File: config.mk
export PLATFORM = sky130hd
export DESIGN_NAME = mvm_batch_top_flat
export DESIGN_NICKNAME = d
export VERILOG_FILES = /design/src/rtl/mvm_pkg.sv /design/src/rtl/mvm_if.sv /design/src/rtl/mvm_row_mac.sv /design/src/rtl/mvm_batch_top.sv /design/src/flat_wrapper.sv
export SDC_FILE = /design/constraint.sdc
export NUM_CORES = 2
export LEC_CHECK = 0
export CAP_MARGIN = 5
export CORE_MARGIN = 5
export CORE_UTILIZATION = 56
export DETAILED_ROUTE_END_ITERATION = 8
export GPL_TIMING_DRIVEN = 0
export PLACE_DENSITY = 0.78
export SETUP_SLACK_MARGIN = 0.4
export SYNTH_ARGS = -nofsm -noshare
export SYNTH_HDL_FRONTEND = slang
export SYNTH_SLANG_ARGS = --single-unit
File: constraint.sdc
create_clock -name clk -period 8.08 [get_ports clk]
set_input_delay 0.808 -clock clk [delete_from_list [all_inputs] [get_ports clk]]
set_output_delay 0.808 -clock clk [all_outputs]
set_load 0.01 [all_outputs]
File: src/rtl/mvm_pkg.sv
// Shared types and constant helpers for the batched matrix-vector engine.
// Latency: n/a (types and constant functions only).
// Backpressure: n/a.
package mvm_pkg;

   // Job sequencing states of the top-level controller
   typedef enum logic [2:0] {
      ST_IDLE   = 3'd0,
      ST_LOAD_X = 3'd1,
      ST_MAC    = 3'd2,
      ST_OUT    = 3'd3,
      ST_DONE   = 3'd4
   } mvm_state_t;

   // clog2 that never returns 0, so a single-entry dimension still gets a 1-bit index
   function automatic int clog2_min1(input int n);
      return (n > 1) ? $clog2(n) : 1;
   endfunction

   // Weight address width: row*COLS+col
   function automatic int addr_w(input int rows, input int cols);
      return clog2_min1(rows * cols);
   endfunction

   // Column (k) counter width
   function automatic int k_w(input int cols);
      return clog2_min1(cols);
   endfunction

   // Largest positive value of an acc_w-bit signed accumulator
   function automatic longint sat_max(input int acc_w);
      return (64'sd1 <<< (acc_w - 1)) - 64'sd1;
   endfunction

   // Most negative value of an acc_w-bit signed accumulator
   function automatic longint sat_min(input int acc_w);
      return -(64'sd1 <<< (acc_w - 1));
   endfunction

endpackage

File: src/rtl/mvm_if.sv
// Preload, input-vector and result ready/valid channels of the MVM engine.
// Latency: n/a (wiring only).
// Backpressure: each channel is a plain valid/ready pair.
interface mvm_if
   import mvm_pkg::*;
#(
   parameter int DW    = 8,
   parameter int ROWS  = 4,
   parameter int COLS  = 4,
   parameter int ACC_W = 20
) ();

   localparam int AW = addr_w(ROWS, COLS);

   logic                     preload_valid;
   logic                     preload_ready;
   logic [AW-1:0]            preload_addr;
   logic signed [DW-1:0]     preload_data;

   logic                     x_valid;
   logic                     x_ready;
   logic [COLS*DW-1:0]       x_vector_flat;

   logic                     result_valid;
   logic                     result_ready;
   logic [ROWS*ACC_W-1:0]    result_flat;

   // Host / consumer side
   modport master (
      output preload_valid, preload_addr, preload_data,
      output x_valid, x_vector_flat,
      output result_ready,
      input  preload_ready, x_ready, result_valid, result_flat
   );

   // Engine side
   modport slave (
      input  preload_valid, preload_addr, preload_data,
      input  x_valid, x_vector_flat,
      input  result_ready,
      output preload_ready, x_ready, result_valid, result_flat
   );

endinterface

File: src/rtl/mvm_row_mac.sv
// One accumulator lane: acc += w*x per enabled cycle, saturating or wrapping.
// Latency: 1 cycle per MAC step (registered accumulator).
// Backpressure: none; the controller gates clr_i/en_i.
module mvm_row_mac
   import mvm_pkg::*;
#(
   parameter int DW    = 8,
   parameter int ACC_W = 20,
   parameter bit SAT   = 1'b1
) (
   input  logic                    clk,
   input  logic                    rst_n,
   input  logic                    clr_i,
   input  logic                    en_i,
   input  logic signed [DW-1:0]    w_i,
   input  logic signed [DW-1:0]    x_i,
   output logic signed [ACC_W-1:0] acc_o
);

   localparam longint MAX_V = sat_max(ACC_W);
   localparam longint MIN_V = sat_min(ACC_W);
   localparam logic signed [ACC_W:0] MAX_L = MAX_V[ACC_W:0];
   localparam logic signed [ACC_W:0] MIN_L = MIN_V[ACC_W:0];

   logic signed [2*DW-1:0]  w_ext;
   logic signed [2*DW-1:0]  x_ext;
   logic signed [2*DW-1:0]  prod;
   logic signed [ACC_W:0]   sum;
   logic signed [ACC_W-1:0] acc_q;
   logic signed [ACC_W-1:0] acc_d;

   // Next accumulator: clear on vector capture, else one MAC step with clamp or wrap
   always_comb begin
      w_ext = {{DW{w_i[DW-1]}}, w_i};
      x_ext = {{DW{x_i[DW-1]}}, x_i};
      prod  = w_ext * x_ext;
      // One guard bit above ACC_W so the clamp sees the true sum
      sum   = {acc_q[ACC_W-1], acc_q} + {{(ACC_W+1-2*DW){prod[2*DW-1]}}, prod};
      acc_d = acc_q;
      if (clr_i) begin
         acc_d = '0;
      end else if (en_i) begin
         if (SAT && (sum > MAX_L)) begin
            acc_d = MAX_L[ACC_W-1:0];
         end else if (SAT && (sum < MIN_L)) begin
            acc_d = MIN_L[ACC_W-1:0];
         end else begin
            acc_d = sum[ACC_W-1:0];
         end
      end
   end

   // Accumulator register
   always_ff @(posedge clk) begin
      if (!rst_n) begin
         acc_q <= '0;
      end else begin
         acc_q <= acc_d;
      end
   end

   assign acc_o = acc_q;

endmodule

File: src/rtl/mvm_batch_top.sv
// Batched matrix-vector engine: preloaded ROWSxCOLS weights times batch_len vectors.
// Latency: vector accepted at edge t -> result_valid from cycle t+COLS+1.
// Backpressure: OUT holds until result_ready; no new vector taken while a result is pending.
module mvm_batch_top
   import mvm_pkg::*;
#(
   parameter int DW      = 8,
   parameter int ROWS    = 4,
   parameter int COLS    = 4,
   parameter int ACC_W   = 20,
   parameter int BATCH_W = 4,
   parameter bit SAT     = 1'b1
) (
   input  logic               clk,
   input  logic               rst_n,
   input  logic               start,
   input  logic [BATCH_W-1:0] batch_len,
   output logic               busy,
   output logic               done,
   mvm_if.slave               bus
);

   localparam int NW = ROWS * COLS;
   localparam int AW = addr_w(ROWS, COLS);
   localparam int KW = k_w(COLS);

   mvm_state_t           state_q, state_d;
   logic [KW-1:0]        k_q, k_d;
   logic [BATCH_W-1:0]   cnt_q, cnt_d;
   logic [BATCH_W-1:0]   len_q, len_d;
   logic signed [DW-1:0] w_q [NW];
   logic signed [DW-1:0] w_d [NW];
   logic signed [DW-1:0] x_q [COLS];
   logic signed [DW-1:0] x_d [COLS];
   logic signed [DW-1:0] w_sel [ROWS];
   logic signed [DW-1:0] x_sel;
   logic signed [ACC_W-1:0] acc [ROWS];

   logic job_acc;
   logic x_acc;
   logic out_acc;
   logic we;
   logic mac_en;

   // Handshake decodes and next values of weights, operands and counters
   always_comb begin
      job_acc = (state_q == ST_IDLE) && start && (batch_len != '0);
      x_acc   = (state_q == ST_LOAD_X) && bus.x_valid;
      out_acc = (state_q == ST_OUT) && bus.result_ready;
      we      = (state_q == ST_IDLE) && bus.preload_valid;
      mac_en  = (state_q == ST_MAC);

      // Addresses beyond the last weight match no entry and are dropped
      w_d = w_q;
      for (int i = 0; i < NW; i++) begin
         if (we && (bus.preload_addr == AW'(i))) begin
            w_d[i] = bus.preload_data;
         end
      end

      x_d = x_q;
      if (x_acc) begin
         for (int c = 0; c < COLS; c++) begin
            x_d[c] = bus.x_vector_flat[c*DW +: DW];
         end
      end

      k_d = k_q;
      if (x_acc) begin
         k_d = '0;
      end else if (mac_en) begin
         k_d = k_q + KW'(1);
      end

      cnt_d = cnt_q;
      if (job_acc) begin
         cnt_d = '0;
      end else if (out_acc) begin
         cnt_d = cnt_q + BATCH_W'(1);
      end

      len_d = len_q;
      if (job_acc) begin
         len_d = batch_len;
      end
   end

   // Column k of every row and element k of the vector feed the lanes this cycle
   always_comb begin
      x_sel = '0;
      for (int c = 0; c < COLS; c++) begin
         if (k_q == KW'(c)) begin
            x_sel = x_q[c];
         end
      end
      for (int r = 0; r < ROWS; r++) begin
         w_sel[r] = '0;
         for (int c = 0; c < COLS; c++) begin
            if (k_q == KW'(c)) begin
               w_sel[r] = w_q[r*COLS + c];
            end
         end
      end
   end

   // Job sequencing: IDLE -> (LOAD_X -> MAC x COLS -> OUT) x batch_len -> DONE
   always_comb begin
      state_d = state_q;
      case (state_q)
         ST_IDLE:   if (job_acc) state_d = ST_LOAD_X;
         ST_LOAD_X: if (bus.x_valid) state_d = ST_MAC;
         ST_MAC:    if (k_q == KW'(COLS - 1)) state_d = ST_OUT;
         ST_OUT: begin
            if (bus.result_ready) begin
               state_d = ((cnt_q + BATCH_W'(1)) == len_q) ? ST_DONE : ST_LOAD_X;
            end
         end
         ST_DONE:   state_d = ST_IDLE;
         default:   state_d = ST_IDLE;
      endcase
   end

   // Status and handshake outputs decode straight from the state register
   always_comb begin
      bus.preload_ready = (state_q == ST_IDLE);
      bus.x_ready       = (state_q == ST_LOAD_X);
      bus.result_valid  = (state_q == ST_OUT);
      busy              = (state_q != ST_IDLE);
      done              = (state_q == ST_DONE);
      bus.result_flat   = '0;
      for (int r = 0; r < ROWS; r++) begin
         bus.result_flat[r*ACC_W +: ACC_W] = acc[r];
      end
   end

   // State, counters and captured operands; reset also wipes the weights
   always_ff @(posedge clk) begin
      if (!rst_n) begin
         state_q <= ST_IDLE;
         k_q     <= '0;
         cnt_q   <= '0;
         len_q   <= '0;
         for (int i = 0; i < NW; i++) begin
            w_q[i] <= '0;
         end
         for (int c = 0; c < COLS; c++) begin
            x_q[c] <= '0;
         end
      end else begin
         state_q <= state_d;
         k_q     <= k_d;
         cnt_q   <= cnt_d;
         len_q   <= len_d;
         w_q     <= w_d;
         x_q     <= x_d;
      end
   end

   for (genvar r = 0; r < ROWS; r++) begin : g_lane
      mvm_row_mac #(
         .DW    (DW),
         .ACC_W (ACC_W),
         .SAT   (SAT)
      ) u_mac (
         .clk   (clk),
         .rst_n (rst_n),
         .clr_i (x_acc),
         .en_i  (mac_en),
         .w_i   (w_sel[r]),
         .x_i   (x_sel),
         .acc_o (acc[r])
      );
   end

endmodule
File: src/flat_wrapper.sv
// flat-port wrapper written by rule: the top's interface ports become plain ports
module mvm_batch_top_flat import mvm_pkg::*;
#(
   parameter int DW      = 8,
   parameter int ROWS    = 4,
   parameter int COLS    = 4,
   parameter int ACC_W   = 20,
   parameter int BATCH_W = 4,
   parameter bit SAT     = 1'b1
)
  (clk, rst_n, start, batch_len, busy, done, bus_preload_valid, bus_preload_addr, bus_preload_data, bus_x_valid, bus_x_vector_flat, bus_result_ready, bus_preload_ready, bus_x_ready, bus_result_valid, bus_result_flat);
  mvm_if #(.DW(DW), .ROWS(ROWS), .COLS(COLS), .ACC_W(ACC_W)) bus_i ();
  input  logic clk;
  input  logic rst_n;
  input  logic start;
  input  logic [BATCH_W-1:0] batch_len;
  output logic busy;
  output logic done;
  input wire logic [$bits(bus_i.preload_valid)-1:0] bus_preload_valid;
  input wire logic [$bits(bus_i.preload_addr)-1:0] bus_preload_addr;
  input wire logic [$bits(bus_i.preload_data)-1:0] bus_preload_data;
  input wire logic [$bits(bus_i.x_valid)-1:0] bus_x_valid;
  input wire logic [$bits(bus_i.x_vector_flat)-1:0] bus_x_vector_flat;
  input wire logic [$bits(bus_i.result_ready)-1:0] bus_result_ready;
  output wire logic [$bits(bus_i.preload_ready)-1:0] bus_preload_ready;
  output wire logic [$bits(bus_i.x_ready)-1:0] bus_x_ready;
  output wire logic [$bits(bus_i.result_valid)-1:0] bus_result_valid;
  output wire logic [$bits(bus_i.result_flat)-1:0] bus_result_flat;
  assign bus_i.preload_valid = bus_preload_valid;
  assign bus_i.preload_addr = bus_preload_addr;
  assign bus_i.preload_data = bus_preload_data;
  assign bus_i.x_valid = bus_x_valid;
  assign bus_i.x_vector_flat = bus_x_vector_flat;
  assign bus_i.result_ready = bus_result_ready;
  assign bus_preload_ready = bus_i.preload_ready;
  assign bus_x_ready = bus_i.x_ready;
  assign bus_result_valid = bus_i.result_valid;
  assign bus_result_flat = bus_i.result_flat;
  mvm_batch_top #(.DW(DW), .ROWS(ROWS), .COLS(COLS), .ACC_W(ACC_W), .BATCH_W(BATCH_W), .SAT(SAT)) u_core (.clk(clk), .rst_n(rst_n), .start(start), .batch_len(batch_len), .busy(busy), .done(done), .bus(bus_i));
endmodule
# Word level (Yosys, flattened, before mapping)
# Index checks and enable logic that the tools add are counted.
# word_totals
ramBits	0
latch_bits	0
output_inout_bits	85
reg_bits	253
mem_bits_ro	0
in_bits	54
memories	0
word_cells	137
# classes
div_mod_pow	0
add_sub_neg	6
magnitude_cmp	8
reduce_logical	29
n_eq_ne	27
bitwise	1
n_mux	34
mul	4
shift	0
# op_table
cell	count
$mux W20	8
$mux W8	20
$add A20 B16 Y21	4
$gt A21 B20 Y1 const B	4
$lt A21 B20 Y1 const B	4
$mul A8 B8 Y16	4
$eq A4 B4 Y1 const B	8
$logic_and A1 B1 Y1	21
$eq A4 B3 Y1 const B	4
$mux W3	5
$pmux W3 S4	1
$eq A4 B2 Y1 const B	2
$eq A3 B2 Y1 const B	2
$add A4 B1 Y4 const B	1
$eq A2 B2 Y1 const B	2
$eq A4 B1 Y1 const B	1
$eq A4 B4 Y1	1
$logic_not A4 Y1	1
$ne A2 B1 Y1 const B	2
$ne A2 B2 Y1 const B	2
$reduce_and A4 Y1	1
$reduce_bool A4 Y1	1
$reduce_or A2 Y1	2
$eq A3 B1 Y1 const B	1
7 further kinds	7

# Logic depth before layout (Yosys ltp)
# logic_depth
ltp_word	10
mapped_depth	33
mapped_depth_nobuf	30

# By module
# Synthesis repeated with hierarchy kept, for this count alone.
# unflattened
hier_cells	2878
hier_area_um2	27069.7
# modules_own_cells
module	instances	cells_each	seq_area_each_um2	area_per_inst_um2
mvm_batch_top	1	936	3463.3	8265.4
mvm_row_mac at u_core.g_lane[3].u_mac	1	481	400.4	4749.6
mvm_row_mac at u_core.g_lane[1].u_mac	1	481	400.4	4730.8
mvm_row_mac at u_core.g_lane[0].u_mac	1	484	400.4	4670.7
mvm_row_mac at u_core.g_lane[2].u_mac	1	496	400.4	4653.2

# Least setup slack after synthesis
# Ideal clock, no wire load.
# synth_path
kind	register to register
start	register u_core.k_q[0]
end	register u_core.g_lane[2].u_mac.acc_q[13]
arrival_ps	7499
required_time_ps	8000
period_less_slack_ps	7580
n_path_buf	3
setup_slack_ps	500
setup_time_ps	80
path_stages_with_launch	30
cell_sequence	dfxtp_1 -> ha_1 -> clkbuf_1 -> clkbuf_1 -> a21oi_1 -> nor2_1 -> a21oi_1 -> nor2_1 -> a21oi_1 -> nor2_1 -> inv_1 -> fa_1 -> inv_1 -> fa_1 -> fa_1 -> fa_1 -> inv_1 -> fa_1 -> inv_1 -> ha_1 -> o21a_1 -> o31a_2 -> o211a_1 -> o22ai_2 -> or3_1 -> a211o_1 -> and3_4 -> buf_6 -> maj3_2 -> a211oi_2
# synth_between
elab_chain_cells	10
elab_cells_between_ends	18
cone_classes	add/sub: 1; mul: 1; order compare: 2; eq/ne: 3; mux: 10; reduce/logical: 1
# synth_rtl
element	line	rtl
from (decl)	mvm_batch_top.sv:28	logic [KW-1:0] k_q, k_d;
from (signal assigned)	mvm_batch_top.sv:151	k_q <= k_d;
$logic_not A2 Y1	mvm_batch_top.sv:92, mvm_batch_top.sv:99	
$mux W8, on equally long branches (4 in series)	mvm_batch_top.sv:99, mvm_batch_top.sv:92	
$mul A8 B8 Y16 *	mvm_row_mac.sv:36	prod = w_ext * x_ext;
$add A20 B16 Y21 *	mvm_row_mac.sv:38	sum = {acc_q[ACC_W-1], acc_q} + {{(ACC_W+1-2*DW){prod[2*DW-1]}}, prod};
$lt A21 B20 Y1	mvm_row_mac.sv:45	end else if (SAT && (sum < MIN_L)) begin
$mux W20	mvm_row_mac.sv:45	
$mux W20 *	mvm_row_mac.sv:43	if (SAT && (sum > MAX_L)) begin
to (signal assigned)	mvm_row_mac.sv:56	acc_q <= '0;
to (signal assigned)	mvm_row_mac.sv:58	acc_q <= acc_d;
to (decl)	mvm_row_mac.sv:29	logic signed [ACC_W-1:0] acc_q;
# Mark *: on every way between the ends. The rest lies on a longest branch, timed or not.
# A chain may end at the register's enable or synchronous reset.

# Final worst setup path
# layout_path
start	register u_core.k_q[1]
end	register u_core.g_lane[1].u_mac.acc_q[2]
# layout_between
elab_chain_cells	10
elab_cells_between_ends	18
cone_classes	add/sub: 1; mul: 1; order compare: 2; eq/ne: 3; mux: 10; reduce/logical: 1
# layout_rtl
element	line
$logic_not A2 Y1	mvm_batch_top.sv:92, mvm_batch_top.sv:99
$mux W8, on equally long branches (4 in series)	mvm_batch_top.sv:99, mvm_batch_top.sv:92
$mul A8 B8 Y16 *	mvm_row_mac.sv:36
$add A20 B16 Y21 *	mvm_row_mac.sv:38
$lt A21 B20 Y1	mvm_row_mac.sv:45
$mux W20	mvm_row_mac.sv:45
$mux W20 *	mvm_row_mac.sv:43
to (signal assigned)	mvm_row_mac.sv:56
to (signal assigned)	mvm_row_mac.sv:58
to (decl)	mvm_row_mac.sv:29
# Marked as above.

==> summary.txt <==
=====================================================================================================
Area added between synthesis and finish                                                         14.6%
Reg-to-reg critical path startpoint                                                      u_core.k_q[1]
Total gr overflow                                                                                   0
Instance count after placement with tap cells included                                          3,637
Most used standard cell by instance count after synthesis                                      nor2_1
Worst VDD drop                                                                                 140 uV
Leakage power summed over all cells                                                           14.6 nW
Max-cap violations                                                                                  0
YS warnings                                                                                         0
# setup viols final                                                                                 0
Horizontal die dimension                                                                       224 um
Number of buffers between clock root and the deepest sink                                           3
Core Footprint                                                                             45,300 um2
Clock buffer count from CTS                                                                        28
Maximum operating frequency                                                                   134 MHz
Final cell count without fillers                                                                3,711
Synthesized cell area                                                                      25,600 um2
Number of nets in the final layout                                                              3,714
Start-to-end type of the worst setup path                                                flip-flop to flip-flop
Final RePlAce weighted congestion                                                               0.956
Combinational family with the most area after synthesis                                   adder cells
Data required time of the critical path                                                       8570 ps
Outcome                                                                                  finished, final reports clean
Share of flip-flops with an asynchronous set or reset                                               0
Fraction of the mapped netlist area in compound gates                                           0.106
Die extent in y                                                                                224 um
EDFF count, synth                                                                                   0
Library cell used as clock root buffer                                                      clkbuf_16
Worst Setup Start Kind                                                                      flip-flop
Initial core utilization                                                                        0.565
Post-synthesis share of cell area spent on full adders, half adders and majority gates          0.405
Detailed-routing iteration count for the pre-antenna-repair pass                                    6
Startpoint of the worst setup timing path                                                u_core.k_q[1]
Crit end category                                                                           flip-flop
Startpoint of the tightest hold check path                                               u_core.x_q[31]
Clock transition at path regs                                                                   60 ps
Minimum period implied by the final worst setup slack                                         7440 ps
Number of port buffers                                                                            136
Synthesized Nets                                                                                3,512
Proportion of synthesized chip area in sequential cells                                         0.198
Top flip-flop cell by instance count after synthesis                                          dfxtp_1
Detail Route Antenna Nets                                                                           0
Area leader, netlist                                                                             fa_1
Share of the core filled with cells                                                             0.648
Final worst-path cycle share                                                                    0.921
Class of the tightest hold or removal check                                              flip-flop to flip-flop
Crit path largest cell delay                                                                   500 ps
Top fanout value on the critical path                                                              10
Htree depth                                                                                         1
Wire per inst                                                                                 19.3 um
Number of antenna diodes                                                                            0
Synthesized netlist cell count                                                                  2,893
Wire length of the first global-routing pass                                               115,000 um
Via count of the first global-routing pass                                                     21,600
Clock skew after layout                                                                       41.7 ps
Power Dens Cells                                                                           115 nW/um2
CTS sink count                                                                                    253
Transition time at the pin with the least slew margin                                          997 ps
DRC violations left                                                                                 0
Clock tree from TritonCTS                                                                         yes
Detailed router's first-iteration violation count                                               1,660
Cells taking the most area after synthesis                                               fa_1 (29%), dfxtp_1 (20%), ha_1 (9.6%)
Share of the synthesized netlist area taken by xor and xnor gates                              0.0290
Worst slew slack as a fraction of its limit                                                     0.333
Library cell contributing the largest single delay on the critical path                          fa_1
Critical Path Most Common Cell                                                                   fa_1
Full die area                                                                              50,100 um2
Clock network latency to the later pin of the worst-skew pair                                  600 ps
Average footprint of a synthesized cell                                                      8.85 um2
Post-detailed-routing wire length                                                           71,700 um
Worst path arrival time                                                                       7930 ps
Share of final-layout standard cells stronger than drive strength 1                            0.0726
Commonest cells post-synth                                                               nor2_1 (461), inv_1 (397), fa_1 (368), a21oi_1 (267), dfxtp_1 (253)
Post-synthesis simple-gate area fraction                                                        0.131
Cts-stage hold buffer count                                                                         0
All-Layer GR Usage                                                                              0.285
Antenna violations before repair                                                                    0
Total count of max-transition violations in the final report                                        0
Number of library cell types mapped by synthesis                                                   67
Via density per instance                                                                         5.60
HPWL after DPL                                                                              58,200 um
Hold Violations, Final                                                                              0
Mux cell area share after synthesis                                                            0.0532
Number of core rows                                                                                78
Largest net degree at the start of global routing                                                  17
Vias                                                                                           20,800
Setup repair after global routing missed its margin                                                no
Number of top-level design ports                                                                  139
Number of flip-flops and latches in the synthesized netlist                                       253
Post-synth top area share                                                                       0.288
=====================================================================================================
sequential cells by signal, summed over array words and instances, names as in the netlist:
register and cells:
u_core.w_q 128, u_core.g_lane.u_mac.acc_o 80, u_core.x_q 32, u_core.cnt_q 4
u_core.len_q 4, u_core.state_q 3, u_core.k_q 2
final timing paths:
path / to / slack, ps / depth (start not counted)
worst max-delay path: u_core.g_lane[1].u_mac.acc_o[2] / 640 / 30
worst min-delay path: u_core.x_q[31] / 460 / 2
worst max register to register: u_core.g_lane[1].u_mac.acc_o[2] / 640 / 30
worst min register to register: u_core.x_q[31] / 460 / 2
power breakdown:
group | switching, mW | internal (mW) | leakage, nW
clock network | 0.545 | 0.697 | 0.425
registers | 0.0440 | 1.29 | 2.05
logic | 0.472 | 0.333 | 12.2
metrics by stage:
step | hold slack, ps | setup WS (ps) | total power [mW] | instance area, um2 | setup TNS (ps)
final | 457 | 641 | 3.38 | 29300 | 0
after global routing | 474 | 319 | 3.53 | 29300 | 0
after CTS | 458 | 409 | 3.37 | 28900 | 0
after detailed placement | 450 | -657 | 2.12 | 27800 | -38090
after global placement | 446 | -1480 | 2.10 | 27700 | -101450
after floorplan | 437 | 500 | 1.85 | 25600 | 0
metal layers:
metal	up-vias	global-route usage	part of all wire
met5	-	0	0
met4	0	0.0842	0.036
met3	141	0.0501	0.078
met2	789	0.477	0.48
met1	10200	0.383	0.41
li1	9638	-	-
timing repair:
action / CTS / global route
pin swaps: 1 / 7
resized for setup: 59 / 118
setup buffers: 2 / 25
gates cloned: 0 / 1
setup endpoints to repair: 80 / 80
placed cells by master (no fill, tap or decap), types with 64 or more instances in the layout:
cell type,instances
fa_1,368
o21ai_0,92
clkbuf_1,64
mux2i_1,136
dfxtp_1,251
a21oi_1,239
nor2_1,445
inv_1,397
nand2_1,230
clkdlybuf4s50_1,136
ha_1,195
critical path, delay by kind of cell (launching register included):
family          cells  cell delay, ps
fa+ha+maj           8            3220
compound gates     10            2050
xor+xnor            1             140
buf+inv             7            1170
simple gates        4             390
flops               1             330
cells by family (layout without fill, tap and decap cells):
group / after synthesis / count (layout)
and+or+nand+nor: 809 / 809
AOI/OAI and AO/OA: 470 / 471
muxes: 136 / 136
xor gates and xnor gates: 84 / 84
DFF: 253 / 253
adders and majority gates: 617 / 617
buffers and inverters: 524 / 741
area by class of cell:
cell class | count | area (um2)
flip-flops and latches | 253 | 5070
clock buffers | 40 | 816
inverters | 398 | 1490
repair buffers | 171 | 1660
fillers | 3646 | 16000
multi-input cells | 2117 | 18800
plain buffers | 126 | 653
clock inverters | 6 | 60.1
well taps | 600 | 751
(Power assumes the default switching activity.)
